[src/rtl/vid_capture_pkg.sv]
// Shared types and CRC helpers for the video capture sink.
// The CRC helper is only referenced when VID_CAPTURE_CRC_EN is defined.
package vid_capture_pkg;

    typedef struct packed {
        logic [7:0] r;
        logic [7:0] g;
        logic [7:0] b;
    } pixel_t;

    typedef enum logic {
        SYNC,
        FRAME
    } state_t;

    localparam logic [31:0] CRC32_POLY   = 32'h04C1_1DB7;
    localparam logic [31:0] CRC32_INIT   = 32'hFFFF_FFFF;
    localparam logic [31:0] CRC32_XOROUT = 32'hFFFF_FFFF;

    // Reflected CRC-32 over the bytes r, g, b, each shifted in LSB first.
    function automatic logic [31:0] crc32_pixel(input logic [31:0] crc, input pixel_t p);
        logic [31:0] c;
        logic [31:0] poly_r;
        logic [23:0] d;
        for (int i = 0; i < 32; i++) begin
            poly_r[5'(i)] = CRC32_POLY[5'(31 - i)];
        end
        c = crc;
        d = {p.b, p.g, p.r};
        for (int i = 0; i < 24; i++) begin
            c = (c[0] ^ d[5'(i)]) ? ((c >> 1) ^ poly_r) : (c >> 1);
        end
        return c;
    endfunction

endpackage

[src/rtl/vid_capture_if.sv]
// Framebuffer write port: valid/ready handshake carrying address and pixel.
interface vid_capture_if #(
    parameter int unsigned ADDR_W = 19
) ();
    import vid_capture_pkg::*;

    logic              wr_valid;
    logic              wr_ready;
    logic [ADDR_W-1:0] wr_addr;
    pixel_t            wr_data;

    modport master (output wr_valid, output wr_addr, output wr_data, input wr_ready);
    modport slave  (input wr_valid, input wr_addr, input wr_data, output wr_ready);
endinterface

[src/rtl/vid_capture_fifo.sv]
// First-word-fall-through FIFO; dout shows the head entry whenever empty is low.
module vid_capture_fifo #(
    parameter int unsigned WIDTH = 8,
    parameter int unsigned DEPTH = 16
) (
    input  logic             clk,
    input  logic             rst,
    input  logic             push,
    input  logic [WIDTH-1:0] din,
    input  logic             pop,
    output logic [WIDTH-1:0] dout,
    output logic             full,
    output logic             empty
);
    localparam int unsigned AW = $clog2(DEPTH);

    logic [WIDTH-1:0] mem [DEPTH];
    logic [AW-1:0]    wr_ptr;
    logic [AW-1:0]    rd_ptr;
    logic [AW:0]      count;
    logic             push_ok_c;
    logic             pop_ok_c;

    assign empty     = (count == '0);
    assign full      = (count == (AW+1)'(DEPTH));
    assign pop_ok_c  = pop & ~empty;
    // A pop frees the slot the same-cycle push lands in, so full does not block it.
    assign push_ok_c = push & (~full | pop_ok_c);
    assign dout      = mem[rd_ptr];

    always_ff @(posedge clk or posedge rst) begin
        if (rst) begin
            wr_ptr <= '0;
            rd_ptr <= '0;
            count  <= '0;
        end else begin
            if (push_ok_c) wr_ptr <= wr_ptr + AW'(1);
            if (pop_ok_c)  rd_ptr <= rd_ptr + AW'(1);
            count <= count + (AW+1)'(push_ok_c) - (AW+1)'(pop_ok_c);
        end
    end

    always_ff @(posedge clk) begin
        if (push_ok_c) mem[wr_ptr] <= din;
    end

endmodule

[src/rtl/vid_capture.sv]
// Video stream sink: rebuilds pixel coordinates, queues active pixels to the framebuffer,
// and measures each frame. Define VID_CAPTURE_CRC_EN to enable the per-frame CRC-32.
module vid_capture
    import vid_capture_pkg::*;
#(
    parameter int unsigned MAX_W      = 1024,
    parameter int unsigned MAX_H      = 512,
    parameter int unsigned FIFO_DEPTH = 16,
    parameter int unsigned ADDR_W     = 19
) (
    input  logic          clk_sys,
    input  logic          reset,
    input  logic          ce_pix,
    input  logic [7:0]    r,
    input  logic [7:0]    g,
    input  logic [7:0]    b,
    input  logic          hblank,
    input  logic          vblank,
    input  logic          hsync,
    input  logic          vsync,
    input  logic          clr_status,
    vid_capture_if.master fb,
    output logic          frame_done,
    output logic [10:0]   active_w,
    output logic [9:0]    active_h,
    output logic [15:0]   frame_count,
    output logic          clip,
    output logic          overflow,
    output logic [31:0]   frame_crc
);
    localparam int unsigned XW      = $clog2(MAX_W);
    localparam int unsigned YW      = $clog2(MAX_H);
    localparam int unsigned ENTRY_W = ADDR_W + 24;
    localparam logic [10:0] X_SAT   = 11'h7FF;
    localparam logic [9:0]  Y_SAT   = 10'h3FF;

    state_t              state;
    logic [10:0]         x;
    logic [10:0]         line_w;
    logic [9:0]          y;
    logic                prev_hb;
    logic                prev_vb;
    logic                primed;

    logic                hb_rise_c;
    logic                vb_rise_c;
    logic                vb_fall_c;
    logic                frame_start_c;
    logic                frame_end_c;
    logic                pix_active_c;
    logic                in_range_c;
    logic                pix_keep_c;
    logic                push_c;
    logic                pop_c;
    logic                pending_c;
    logic [9:0]          y_final_c;
    pixel_t              pix_c;
    logic [ADDR_W-1:0]   addr_c;
    logic [ENTRY_W-1:0]  fifo_dout;
    logic                fifo_full;
    logic                fifo_empty;
    logic                unused_sync;

    // Sync inputs are carried for status only and feed nothing yet.
    assign unused_sync = hsync ^ vsync;

    assign hb_rise_c     = ce_pix & hblank & ~prev_hb;
    assign vb_rise_c     = ce_pix & vblank & ~prev_vb;
    // A falling edge needs one real sample first, so a stream already mid-frame is not taken as a frame start.
    assign vb_fall_c     = ce_pix & primed & prev_vb & ~vblank;
    assign frame_start_c = (state == SYNC) & vb_fall_c;
    assign frame_end_c   = (state == FRAME) & vb_rise_c;
    assign pix_active_c  = (state == FRAME) & ce_pix & ~hblank & ~vblank;
    assign in_range_c    = (32'(x) < MAX_W) && (32'(y) < MAX_H);
    assign pix_keep_c    = pix_active_c & in_range_c;
    assign pop_c         = ~fifo_empty & fb.wr_ready;
    assign push_c        = pix_keep_c & (~fifo_full | pop_c);
    assign pending_c     = (x != '0);
    assign y_final_c     = (pending_c && y != Y_SAT) ? y + 10'd1 : y;
    assign pix_c         = {r, g, b};
    assign addr_c        = ADDR_W'({y[YW-1:0], x[XW-1:0]});

    vid_capture_fifo #(
        .WIDTH (ENTRY_W),
        .DEPTH (FIFO_DEPTH)
    ) u_fifo (
        .clk   (clk_sys),
        .rst   (reset),
        .push  (push_c),
        .din   ({addr_c, pix_c}),
        .pop   (pop_c),
        .dout  (fifo_dout),
        .full  (fifo_full),
        .empty (fifo_empty)
    );

    assign fb.wr_valid = ~fifo_empty;
    assign {fb.wr_addr, fb.wr_data} = fifo_dout;

    // Frame tracking FSM with coordinate counters and measurement registers.
    always_ff @(posedge clk_sys or posedge reset) begin
        if (reset) begin
            state       <= SYNC;
            x           <= '0;
            y           <= '0;
            line_w      <= '0;
            prev_hb     <= 1'b1;
            prev_vb     <= 1'b1;
            primed      <= 1'b0;
            frame_done  <= 1'b0;
            active_w    <= '0;
            active_h    <= '0;
            frame_count <= '0;
            clip        <= 1'b0;
            overflow    <= 1'b0;
        end else begin
            frame_done <= 1'b0;
            if (ce_pix) begin
                prev_hb <= hblank;
                prev_vb <= vblank;
                primed  <= 1'b1;
            end
            case (state)
                SYNC: begin
                    if (frame_start_c) begin
                        state  <= FRAME;
                        x      <= '0;
                        y      <= '0;
                        line_w <= '0;
                    end
                end
                FRAME: begin
                    // vblank wins over a coincident hblank edge and absorbs the unfinished line.
                    if (frame_end_c) begin
                        active_w    <= pending_c ? x : line_w;
                        active_h    <= y_final_c;
                        frame_done  <= 1'b1;
                        frame_count <= frame_count + 16'd1;
                        x           <= '0;
                        y           <= '0;
                        line_w      <= '0;
                    end else if (hb_rise_c && pending_c) begin
                        line_w <= x;
                        y      <= (y == Y_SAT) ? y : y + 10'd1;
                        x      <= '0;
                    end else if (pix_active_c) begin
                        x <= (x == X_SAT) ? x : x + 11'd1;
                    end
                end
                default: state <= SYNC;
            endcase
            if (clr_status) begin
                clip     <= 1'b0;
                overflow <= 1'b0;
            end else begin
                if (pix_active_c && !in_range_c) clip     <= 1'b1;
                if (pix_keep_c && !push_c)       overflow <= 1'b1;
            end
        end
    end

`ifdef VID_CAPTURE_CRC_EN
    logic [31:0] crc_run;

    // Running CRC covers every in-range pixel, including ones the full FIFO turned away.
    always_ff @(posedge clk_sys or posedge reset) begin
        if (reset) begin
            crc_run   <= CRC32_INIT;
            frame_crc <= '0;
        end else if (pix_keep_c) begin
            crc_run <= crc32_pixel(crc_run, pix_c);
        end else if (frame_start_c || frame_end_c) begin
            crc_run <= CRC32_INIT;
            if (frame_end_c) frame_crc <= crc_run ^ CRC32_XOROUT;
        end
    end
`else
    assign frame_crc = '0;
`endif

endmodule
[src/flat_wrapper.sv]
// flat-port wrapper written by rule: the top's interface ports become plain ports
module vid_capture_flat import vid_capture_pkg::*;
#(
    parameter int unsigned MAX_W      = 1024,
    parameter int unsigned MAX_H      = 512,
    parameter int unsigned FIFO_DEPTH = 16,
    parameter int unsigned ADDR_W     = 19
)
  (clk_sys, reset, ce_pix, r, g, b, hblank, vblank, hsync, vsync, clr_status, frame_done, active_w, active_h, frame_count, clip, overflow, frame_crc, fb_wr_valid, fb_wr_addr, fb_wr_data, fb_wr_ready);
  vid_capture_if #(.ADDR_W(ADDR_W)) fb_i ();
  input  logic clk_sys;
  input  logic reset;
  input  logic ce_pix;
  input  logic [7:0] r;
  input  logic [7:0] g;
  input  logic [7:0] b;
  input  logic hblank;
  input  logic vblank;
  input  logic hsync;
  input  logic vsync;
  input  logic clr_status;
  output logic frame_done;
  output logic [10:0] active_w;
  output logic [9:0] active_h;
  output logic [15:0] frame_count;
  output logic clip;
  output logic overflow;
  output logic [31:0] frame_crc;
  output wire logic [$bits(fb_i.wr_valid)-1:0] fb_wr_valid;
  output wire logic [$bits(fb_i.wr_addr)-1:0] fb_wr_addr;
  output wire logic [$bits(fb_i.wr_data)-1:0] fb_wr_data;
  input wire logic [$bits(fb_i.wr_ready)-1:0] fb_wr_ready;
  assign fb_wr_valid = fb_i.wr_valid;
  assign fb_wr_addr = fb_i.wr_addr;
  assign fb_wr_data = fb_i.wr_data;
  assign fb_i.wr_ready = fb_wr_ready;
  vid_capture #(.MAX_W(MAX_W), .MAX_H(MAX_H), .FIFO_DEPTH(FIFO_DEPTH), .ADDR_W(ADDR_W)) u_core (.clk_sys(clk_sys), .reset(reset), .ce_pix(ce_pix), .r(r), .g(g), .b(b), .hblank(hblank), .vblank(vblank), .hsync(hsync), .vsync(vsync), .clr_status(clr_status), .fb(fb_i), .frame_done(frame_done), .active_w(active_w), .active_h(active_h), .frame_count(frame_count), .clip(clip), .overflow(overflow), .frame_crc(frame_crc));
endmodule
[config.mk]
export PLATFORM = sky130hd
export DESIGN_NAME = vid_capture_flat
export DESIGN_NICKNAME = d
export VERILOG_FILES = /design/src/rtl/vid_capture_pkg.sv /design/src/rtl/vid_capture_if.sv /design/src/rtl/vid_capture_fifo.sv /design/src/rtl/vid_capture.sv /design/src/flat_wrapper.sv
export SDC_FILE = /design/constraint.sdc
export NUM_CORES = 1
export LEC_CHECK = 0
export CORE_ASPECT_RATIO = 0.7
export CORE_MARGIN = 2
export CORE_UTILIZATION = 60
export CTS_BUF_LIST = sky130_fd_sc_hd__clkbuf_4
export DETAILED_ROUTE_END_ITERATION = 6
export PLACE_DENSITY = 0.86
export SLEW_MARGIN = 20
export SYNTH_ARGS = -nofsm -noshare
export SYNTH_HDL_FRONTEND = slang
export SYNTH_SLANG_ARGS = --single-unit
[constraint.sdc]
create_clock -name clk_sys -period 5.8 [get_ports clk_sys]
set_clock_uncertainty 0.05 [all_clocks]
set_input_delay 1.45 -clock clk_sys [delete_from_list [all_inputs] [get_ports clk_sys]]
set_output_delay 1.45 -clock clk_sys [all_outputs]
set_load 0.005 [all_outputs]
=== Word-level counts from Yosys, hierarchy flattened ===
Memory sizes are Yosys's and may differ from the RTL's.
Index checks and enable logic that the tools add are counted.

* Register bits after elaboration: 89
* Bits in latches: 0
* RAM bits: 688
* Bits in read-only memories: 0
* Input bits: 33
* Word-level logic and storage cells: 102
* Memories kept: 1

{| class="wikitable"
|+ Memories
! name !! depth !! width !! read ports !! clocked after Yosys merged registers in !! write ports !! line !! RTL
|-
| u_core.u_fifo.mem || 16 || 43 || 1 || 0 || 1 || vid_capture_fifo.sv:17 || <nowiki>logic [WIDTH-1:0] mem [DEPTH];</nowiki>
|}

* $add $sub $neg: 7
* $mul: 0
* Divide/modulo/power cells: 0
* $lt $le $gt $ge: 2
* Equality and inequality tests: 9
* Shift operators: 0
* Multiplexer cells: 26
* Bitwise gates (word level): 26
* Reductions and logical operators: 15

{| class="wikitable"
|+ Operators by type and width
! cell !! number
|-
| 11-bit two-way mux || 8
|-
| 10-bit two-way mux || 5
|-
| 11-bit one-hot mux with 2 select lines || 2
|-
| 10-bit one-hot mux with 2 select lines || 1
|-
| 1-bit bitwise AND || 17
|-
| 16-bit by 1-bit adder with 16-bit output, second input constant || 1
|-
| 11-bit by 1-bit adder with 11-bit output, second input constant || 1
|-
| 11-bit == test, second input constant || 1
|-
| 11-bit < comparator, second input constant || 1
|-
| 11-bit nonzero test || 1
|-
| 10-bit by 1-bit adder with 10-bit output, second input constant || 1
|-
| 10-bit == test, second input constant || 1
|-
| 10-bit < comparator, second input constant || 1
|-
| 1-bit two-way mux || 10
|-
| 10-bit != test, second input constant || 1
|-
| 4-bit by 1-bit adder with 4-bit output, second input constant || 2
|-
| 4-bit != test, second input constant || 2
|-
| 1-bit inverter || 7
|-
| 3-bit != test, second input constant || 2
|-
| 3-bit AND reduction || 2
|-
| 5-bit by 1-bit adder with 5-bit output || 1
|-
| 5-bit == test, second input constant || 1
|-
| 1-bit logical AND || 5
|-
| 5-bit logical NOT || 1
|-
| 6 further kinds || 10
|}

=== Longest topological paths before layout ===
Gate-level depths: netlist (run 1).

* Depth after elaboration: 9
* Mapped depth: 14
* Gate-level depth less buffers: 13

=== Cells and area by module ===
From an unflattened synthesis (run 1), not the netlist that was laid out.

* Cell total of the unflattened synthesis: 1730
* Area, all modules: 31240.0 µm²

{| class="wikitable"
|+ Modules (own cells, without submodules)
! module !! times used !! cells each !! area each (µm²) !! seq. area each (µm²)
|-
| vid_capture_fifo || 1 || 1324 || 27350.0 || 20985.1
|-
| vid_capture || 1 || 406 || 3890.0 || 1904.3
|}

=== Least setup slack after synthesis (run 1) ===
OpenSTA, ideal clock, no wires.

* Path kind: input -> register
* Start point: in ce_pix
* End point: mem u_core.u_fifo.mem[3][0] in the netlist's numbering (enable)
* Library setup time: 497 ps
* Arrival time: 5331 ps
* Required time: 5253 ps
* Setup slack: -78 ps
* Cell stages on the path: 7
* Path buffers: 2
* Cells stage by stage: buf_2 > nand4bb_1 > nor3_1 > nor2b_1 > buf_2 > nand2_1 > nor3_1

* Cells in the longest elaborated chain, start to end: 8

{| class="wikitable"
|+ Ends and longest elaborated chain
! element !! line !! RTL
|-
| from (decl) || flat_wrapper.sv:13 || <nowiki>input logic ce_pix;</nowiki>
|-
| 1-bit bitwise AND (3 in series) || vid_capture.sv:73 || <nowiki>assign pix_active_c = (state == FRAME) & ce_pix & ~hblank & ~vblank;</nowiki>
|-
| 1-bit bitwise AND || vid_capture.sv:75 || <nowiki>assign pix_keep_c = pix_active_c & in_range_c;</nowiki>
|-
| 1-bit bitwise AND || vid_capture.sv:77 || <nowiki>assign push_c = pix_keep_c & (~fifo_full | pop_c);</nowiki>
|-
| 1-bit bitwise AND || vid_capture_fifo.sv:28 || <nowiki>assign push_ok_c = push & (~full | pop_ok_c);</nowiki>
|-
| 1-bit two-way mux || vid_capture_fifo.sv:44 || <nowiki>if (push_ok_c) mem[wr_ptr] <= din;</nowiki>
|-
| 1-bit two-way mux (not written as such) || vid_capture_fifo.sv:44 ||
|-
| to (decl) || vid_capture_fifo.sv:17 ||
|}

No other way between the ends.

=== Final worst setup path (run 1) ===
* Start point: reg u_core.u_fifo.rd_ptr[0]
* End point: out fb_wr_data[6]

* Cells in the longest elaborated chain, start to end: 1

{| class="wikitable"
|+ Ends and longest elaborated chain
! element !! line !! RTL
|-
| from (decl) || vid_capture_fifo.sv:19 || <nowiki>logic [AW-1:0] rd_ptr;</nowiki>
|-
| from (signal assigned) || vid_capture_fifo.sv:38 || <nowiki>if (pop_ok_c) rd_ptr <= rd_ptr + AW'(1);</nowiki>
|-
| memory 16 x 43 bit || - ||
|-
| to (decl) || flat_wrapper.sv:31 || <nowiki>output wire logic [$bits(fb_i.wr_data)-1:0] fb_wr_data;</nowiki>
|}

No other way between the ends.

==> impl_metrics.tcl, run 1 <==
set metrics [dict create \
    r2r_end "u_core.u_fifo.count[4]$_DFF_PP0_" \
    swShare_pct 27.70 \
    final_nets 1755 \
    r2r_setup_slack_ns 2.18 \
    wl_per_cell_um 26.15 \
    dpl.hpwl_um 36480 \
    cts.hold.buffers_added 0 \
    ir_drop_v 0.0002607 \
    grt_max_degree 56 \
    ys_types 54 \
    cts.clk_slew.worst_paths_ns 0.07 \
    synth_warnings 0 \
    die_y_um 192.6 \
    cp-startpoint "u_core.u_fifo.rd_ptr[0]$_DFFE_PP0N_" \
    grt_usage_pct 25.81 \
    rsz0062_at_grt "false" \
    grt_pass1_wl_um 98100 \
    vias_per_cell 6.193 \
    synth_enable_flop_cells 688 \
    grt_pass1_vias 16020 \
    slew_headroom_pct 31.15 \
    critPathCapture "fb_wr_data[6]" \
    clkPwrFrac_pct 28.7 \
    htree_levels 4 \
    syn-cell-area_sq_um 30480 \
    synth_top_flop_cell "edfxtp_1" \
    period_share_pct 92.56 \
    rows 69 \
    num_io_pins 149 \
    p_comb_share_pct 24.6 \
    power.density_nw_per_um2 418.8 \
    max_cap_viol_count 0 \
    cts_made_buffers 173 \
    port_buffers 114 \
    final_cell_mix "edfxtp_1, clkbuf_4, mux4_2" \
    routed_wl_um 65520 \
    cellLeakagePower_nw 11.85 \
    arrival_ns 3.87 \
    worst_skew_pair.late_latency_ns 0.91 \
    cts.repair.resized 0 \
    status "completed" \
    cts_sinks 777 \
    cp-start-kind "register" \
    place_congestion 0.8244 \
    p_seq_share_pct 46.6 \
    period_minus_slack_ns 5.368 \
    cp_max_fo 28 \
    cts_tree "built" \
    vias 15510 \
    syn2layout_area_growth_pct 13.99 \
    min_path_type "register to register" \
    drive_gt1_share_pct 30.85 \
    setup-violations-final 0 \
    drc 0 \
    r2r_cells 12 \
    critPathKind "register to output pin" \
    drv_slew 0 \
    die_x_um 273.4 \
    ys_ff_latch 777 \
    crit_path_end_kind "output pin" \
    ant_nets 0 \
    core_area_sq_um 50500 \
    cts_buffer_depth 3 \
    reg2reg_from "u_core.state$_DFF_PP0_" \
    antenna_found_initial 2 \
    intPower_mw 10.52 \
    cts_setup_buffers 0 \
    avgSynthCellArea_sq_um 21.04 \
    fmax_mhz 186.3 \
    drt_iter0_drc 2070 \
    seq_area_frac_synth_pct 75.09 \
    initial_core_util_pct 60.35 \
    fin_hold_ws_ns 0.4265 \
    setup_tns_ns 0 \
    switchingPower_mw 4.031 \
    final_hold_viol_count 0 \
    cts_root_buf "clkbuf_4" \
    die_area_sq_um 52650 \
    overflow 0 \
    nFillCells 2945 \
    async_reset_ff_share_pct 11.45 \
    worst_pin_slew_ns 1.033 \
    synth_cells 1449 \
    layout.cells.most_common "edfxtp_1" \
    dr.pass1.iters 5 \
    cp.required_ns 4.30 \
]
==> metrics by stage <==
step	utilization, %	power [mW]	area (sq um)	cells	worst slack, ns
global placement	64.42	10.41	32540	2205	0.7602
finish	68.80	14.55	34750	2505	0.4316
global route	68.80	15.19	34750	2505	0.1814
CTS	68.77	14.70	34730	2502	0.2854
floorplan	-	9.116	30620	1480	1.074
detailed placement	64.42	10.52	32540	2205	0.5955
==> final cells by class <==
class                      instances  area [sq um]  area share (%)
clock inverter                    47         317.8          0.9146
inverter                          20         76.32          0.2197
antenna                            3         7.507         0.02161
multi-input combinational        577          7132           20.52
tap                              674         843.3           2.427
timing repair buffer             157          1589           4.573
clock buffer                     250          1877           5.401
sequential                       777         22900           65.92
==> flip-flops by register name (all words and copies together), names as in the netlist, 4 cells and up <==
signal                cells
u_core.line_w            11
u_core.u_fifo.wr_ptr      4
u_core.u_fifo.mem       688
u_core.u_fifo.count       5
u_core.x                 11
u_core.u_fifo.rd_ptr      4
u_core.active_h          10
u_core.active_w          11
u_core.frame_count       16
u_core.y                 10
==> cell usage after synthesis, types with 2 or more instances <==
master,count,area (sq um)
nand3b_1,3,22.52
nand4_1,11,68.82
inv_1,19,71.32
buf_2,11,55.05
nor4_2,2,25.02
and3_1,7,43.79
clkbuf_1,28,105.1
and4b_1,2,20.02
a31oi_1,7,43.79
a21o_1,2,15.01
nand3_1,19,95.09
buf_1,14,52.55
dfrtp_1,87,2177
mux4_2,215,4842
o21ai_0,37,185.2
mux2_2,4,45.04
o31ai_1,5,37.54
a221o_1,3,30.03
or2_2,3,18.77
mux2i_1,4,40.04
buf_4,43,322.8
nor3_1,13,65.06
xor2_1,10,87.58
nand2_1,70,262.8
buf_6,10,112.6
a41oi_1,4,35.03
and2_1,3,18.77
edfxtp_1,688,20660
a21oi_1,21,105.1
and4_1,3,26.28
dfstp_2,2,52.55
xnor2_1,22,192.7
ha_1,15,187.7
nand2b_1,2,12.51
nor2_1,37,138.9
o21ai_1,5,25.02
==> routing by layer <==
layer | wire length [um] | global-route usage (%) | vias up
met3 | 6615 | 6.582 | 88
li1 | - | - | 6486
met2 | 32390 | 40.63 | 959
met4 | 1117 | 7.545 | 0
met1 | 25400 | 36.50 | 7980
met5 | 0 | 0 | -
==> kinds of logic (layout without fill, tap and decap cells) <==
group,after synthesis,in the layout,synth area share [%]
other,1,35,0.01230
xor gates and xnor gates,32,32,0.9194
adders and majority gates,16,16,0.6814
buffers and inverters,126,474,2.373
DFF,777,777,75.09
AOI/OAI and AO/OA,89,89,1.708
and+or+nand+nor,185,185,3.050
muxes,223,223,16.16
==> worst min path at each step <==
stage	end	startpoint	cells after the start	slack, ns
finish	u_core.primed$_DFFE_PP0P_	u_core.primed$_DFFE_PP0P_	1	0.43
global route	u_core.primed$_DFFE_PP0P_	u_core.primed$_DFFE_PP0P_	1	0.45
CTS	u_core.primed$_DFFE_PP0P_	u_core.primed$_DFFE_PP0P_	1	0.42
detailed placement	u_core.primed$_DFFE_PP0P_	u_core.primed$_DFFE_PP0P_	1	0.41
global placement	u_core.primed$_DFFE_PP0P_	u_core.primed$_DFFE_PP0P_	1	0.41
floorplan	u_core.primed$_DFFE_PP0P_	u_core.primed$_DFFE_PP0P_	1	0.39
==> power groups by stage <==
stage | Sequential (mW) | Combinational [mW] | Clock (mW)
after global routing | 6.82 | 3.81 | 4.55
after detailed placement | 6.90 | 3.62 | 0
after floorplan | 6.49 | 2.62 | 0
final | 6.78 | 3.59 | 4.18
after CTS | 6.79 | 3.64 | 4.27
after global placement | 6.88 | 3.54 | 0
==> critical path, cell delays in order (launching register included) <==
cell and delay [ns]:
dfrtp_4 0.81, buf_4 0.54, mux4_2 0.60, mux4_2 0.51, clkdlybuf4s50_1 0.47
Power figures use the tool's default switching activity.
==> inputs of run 2 (changes only) <==
--- a/config.mk
+++ b/config.mk
@@ -9,8 +9,10 @@
 export CORE_MARGIN = 2
 export CORE_UTILIZATION = 60
 export CTS_BUF_LIST = sky130_fd_sc_hd__clkbuf_4
+export CTS_CLUSTER_DIAMETER = 100
 export DETAILED_ROUTE_END_ITERATION = 6
 export PLACE_DENSITY = 0.86
+export SKIP_LAST_GASP = 1
 export SLEW_MARGIN = 20
 export SYNTH_ARGS = -nofsm -noshare
 export SYNTH_HDL_FRONTEND = slang
==> results of run 2 <==
No change in the layout: final DEF, timing and power equal those of run 1.
==> inputs of run 3 (changes only) <==
--- a/config.mk
+++ b/config.mk
@@ -5,14 +5,13 @@
 export SDC_FILE = /design/constraint.sdc
 export NUM_CORES = 1
 export LEC_CHECK = 0
-export CORE_ASPECT_RATIO = 0.7
+export CORE_ASPECT_RATIO = 1.25
 export CORE_MARGIN = 2
 export CORE_UTILIZATION = 60
 export CTS_BUF_LIST = sky130_fd_sc_hd__clkbuf_4
 export CTS_CLUSTER_DIAMETER = 100
 export DETAILED_ROUTE_END_ITERATION = 6
 export PLACE_DENSITY = 0.86
-export SKIP_LAST_GASP = 1
 export SLEW_MARGIN = 20
 export SYNTH_ARGS = -nofsm -noshare
 export SYNTH_HDL_FRONTEND = slang
==> run 3 against run 2 <==
  * Combinational power up 3%
  * Flip-flop and latch count unchanged
  * Final area up 0.41%
  * Power up 1.2%
  * Count of clock-buffer cells in the layout up 10
  * Worst setup slack about the same
  * Die area about the same
  * First-iteration DRC count down 21%
  * Clock power up 3%
  * Register-to-register slack about the same
  * Global-route usage about the same
  * Via count up 0.59%
  * Critical endpoint is now fb_wr_addr[8]
  * Largest power group unchanged
==> impl_metrics.tcl, run 3 (synthesis gave the netlist of run 1 again) <==
set metrics [dict create \
    initial_core_util_pct 60.60 \
    die_area_sq_um 52630 \
    fmax_mhz 186.3 \
    worst_skew_pair.late_latency_ns 0.91 \
    multiInputGateArea_sq_um 7132 \
    min_path_type "register to register" \
    cts_sinks 777 \
    cp.required_ns 4.30 \
    regMostFlops "u_core.u_fifo.mem" \
    port_buffers 114 \
    vias_per_cell 6.220 \
    rsz0062_at_grt "false" \
    routed_wl_um 67200 \
    period_share_pct 92.55 \
    fin_hold_ws_ns 0.4265 \
    htree_levels 4 \
    cts.hold.buffers_added 0 \
    drive_gt1_share_pct 31.24 \
    crit_path_end_kind "output pin" \
    grt_pass1_vias 16540 \
    drt_iter0_drc 1644 \
    reg.largest.list "u_core.u_fifo.mem: 688 flops, u_core.frame_count: 16 flops" \
    total_power_mw 14.73 \
    critPathKind "register to output pin" \
    grt_usage_pct 25.78 \
    core_area_sq_um 50300 \
    grt_max_degree 63 \
    num_io_pins 149 \
    drc 0 \
    setup_tns_ns 0 \
    cts.repair.resized 0 \
    cp-start-kind "register" \
    final_nets 1759 \
    overflow 0 \
    ir_drop_v 0.0003106 \
    cts_tree "built" \
    setup-violations-final 0 \
    worst_pin_slew_ns 0.9755 \
    power.density_nw_per_um2 422.1 \
    vias 15610 \
    slew_headroom_pct 34.97 \
    arrival_ns 3.87 \
    syn2layout_area_growth_pct 14.46 \
    cts_buffer_depth 3 \
    ant_nets 0 \
    cp_max_fo 61 \
    cts_made_buffers 176 \
    period_minus_slack_ns 5.368 \
    status "completed" \
    largest_reg_flops 688 \
    antenna_found_initial 2 \
    regArea_sq_um 22900 \
    dpl.hpwl_um 36740 \
    final_cell_mix "edfxtp_1, clkbuf_4, mux4_2" \
    drv_slew 0 \
    max_cap_viol_count 0 \
    cts_root_buf "clkbuf_4" \
    grt_pass1_wl_um 98680 \
    rows 92 \
    final_hold_viol_count 0 \
    cts_setup_buffers 0 \
    layout.cells.most_common "edfxtp_1" \
    cellLeakagePower_nw 11.95 \
    cts.clk_slew.worst_paths_ns 0.06 \
    place_congestion 0.7652 \
    wl_per_cell_um 26.78 \
    stdcell_area_sq_um 34890 \
    nFillCells 2922 \
    die_x_um 205.6 \
    die_y_um 256 \
    place_area_sq_um 32570 \
    dr.pass1.iters 5 \
]
-- run 3: cell count changes in the layout (fill, tap and decap cells not counted), sizes merged --
cell	delta
clkinvlp	-3
diode	-2
buf	+1
inv	+4
clkbuf	+10
clkinv	+10
-- run 3: path summary, 6_finish.rpt --
path	cells after the start	start	slack, ns	end
hold / removal	1	u_core.frame_count[15]$_DFFE_PP0P_	0.43	u_core.frame_count[15]$_DFFE_PP0P_
min in group asynchronous	2	reset	0.83	u_core.u_fifo.count[2]$_DFF_PP0_
max in group asynchronous	3	reset	3.70	u_core.active_h[5]$_DFFE_PP0P_
hold reg to reg	1	u_core.frame_count[15]$_DFFE_PP0P_	0.43	u_core.frame_count[15]$_DFFE_PP0P_
setup reg to reg	6	u_core.state$_DFF_PP0_	2.18	u_core.u_fifo.mem[12][30]$_DFFE_PP_
setup / recovery	4	u_core.u_fifo.rd_ptr[1]$_DFFE_PP0N_	0.43	fb_wr_addr[8]
-- run 3: layout make-up --
| cell class | instances | share of cell area, % |
|---|---|---|
| Sequential cell | 777 | 65.65 |
| Multi-Input combinational cell | 577 | 20.44 |
| Clock buffer | 260 | 5.594 |
| Timing Repair Buffer | 158 | 4.777 |
| Tap cell | 658 | 2.360 |
| Clock inverter | 58 | 0.9539 |
| Inverter | 20 | 0.2188 |
| Antenna cell | 1 | 0.007172 |
-- run 3: power breakdown --
group	internal, mW	switching, mW
sequential	6.29	0.467
clock	2.20	2.09
combinational	2.16	1.52
total	10.7	4.08
-- run 3: routing by layer --
layer  vias up  global-route usage (%)  routed length, um
met5         -                       0                  9
met2       902                   43.34              35650
li1       6525                       -                  -
met4         2                   10.29               2084
met3       152                   5.220               5548
met1      8024                   33.22              23900
-- run 3: critical path, stage by stage (launching register included) --
cell and delay, ns:
dfrtp_4 1.04, buf_4 0.50, mux4_2 0.41, mux4_2 0.49
clkdlybuf4s50_1 0.53
-- run 3: per-stage QoR --
step	util (%)	setup slack, ns	instances
after floorplan	-	1.074	1480
after global placement	64.74	0.6802	2189
after detailed placement	64.74	0.5486	2189
after CTS	69.28	0.3891	2507
after global routing	69.36	0.3277	2509
final	69.36	0.4321	2509
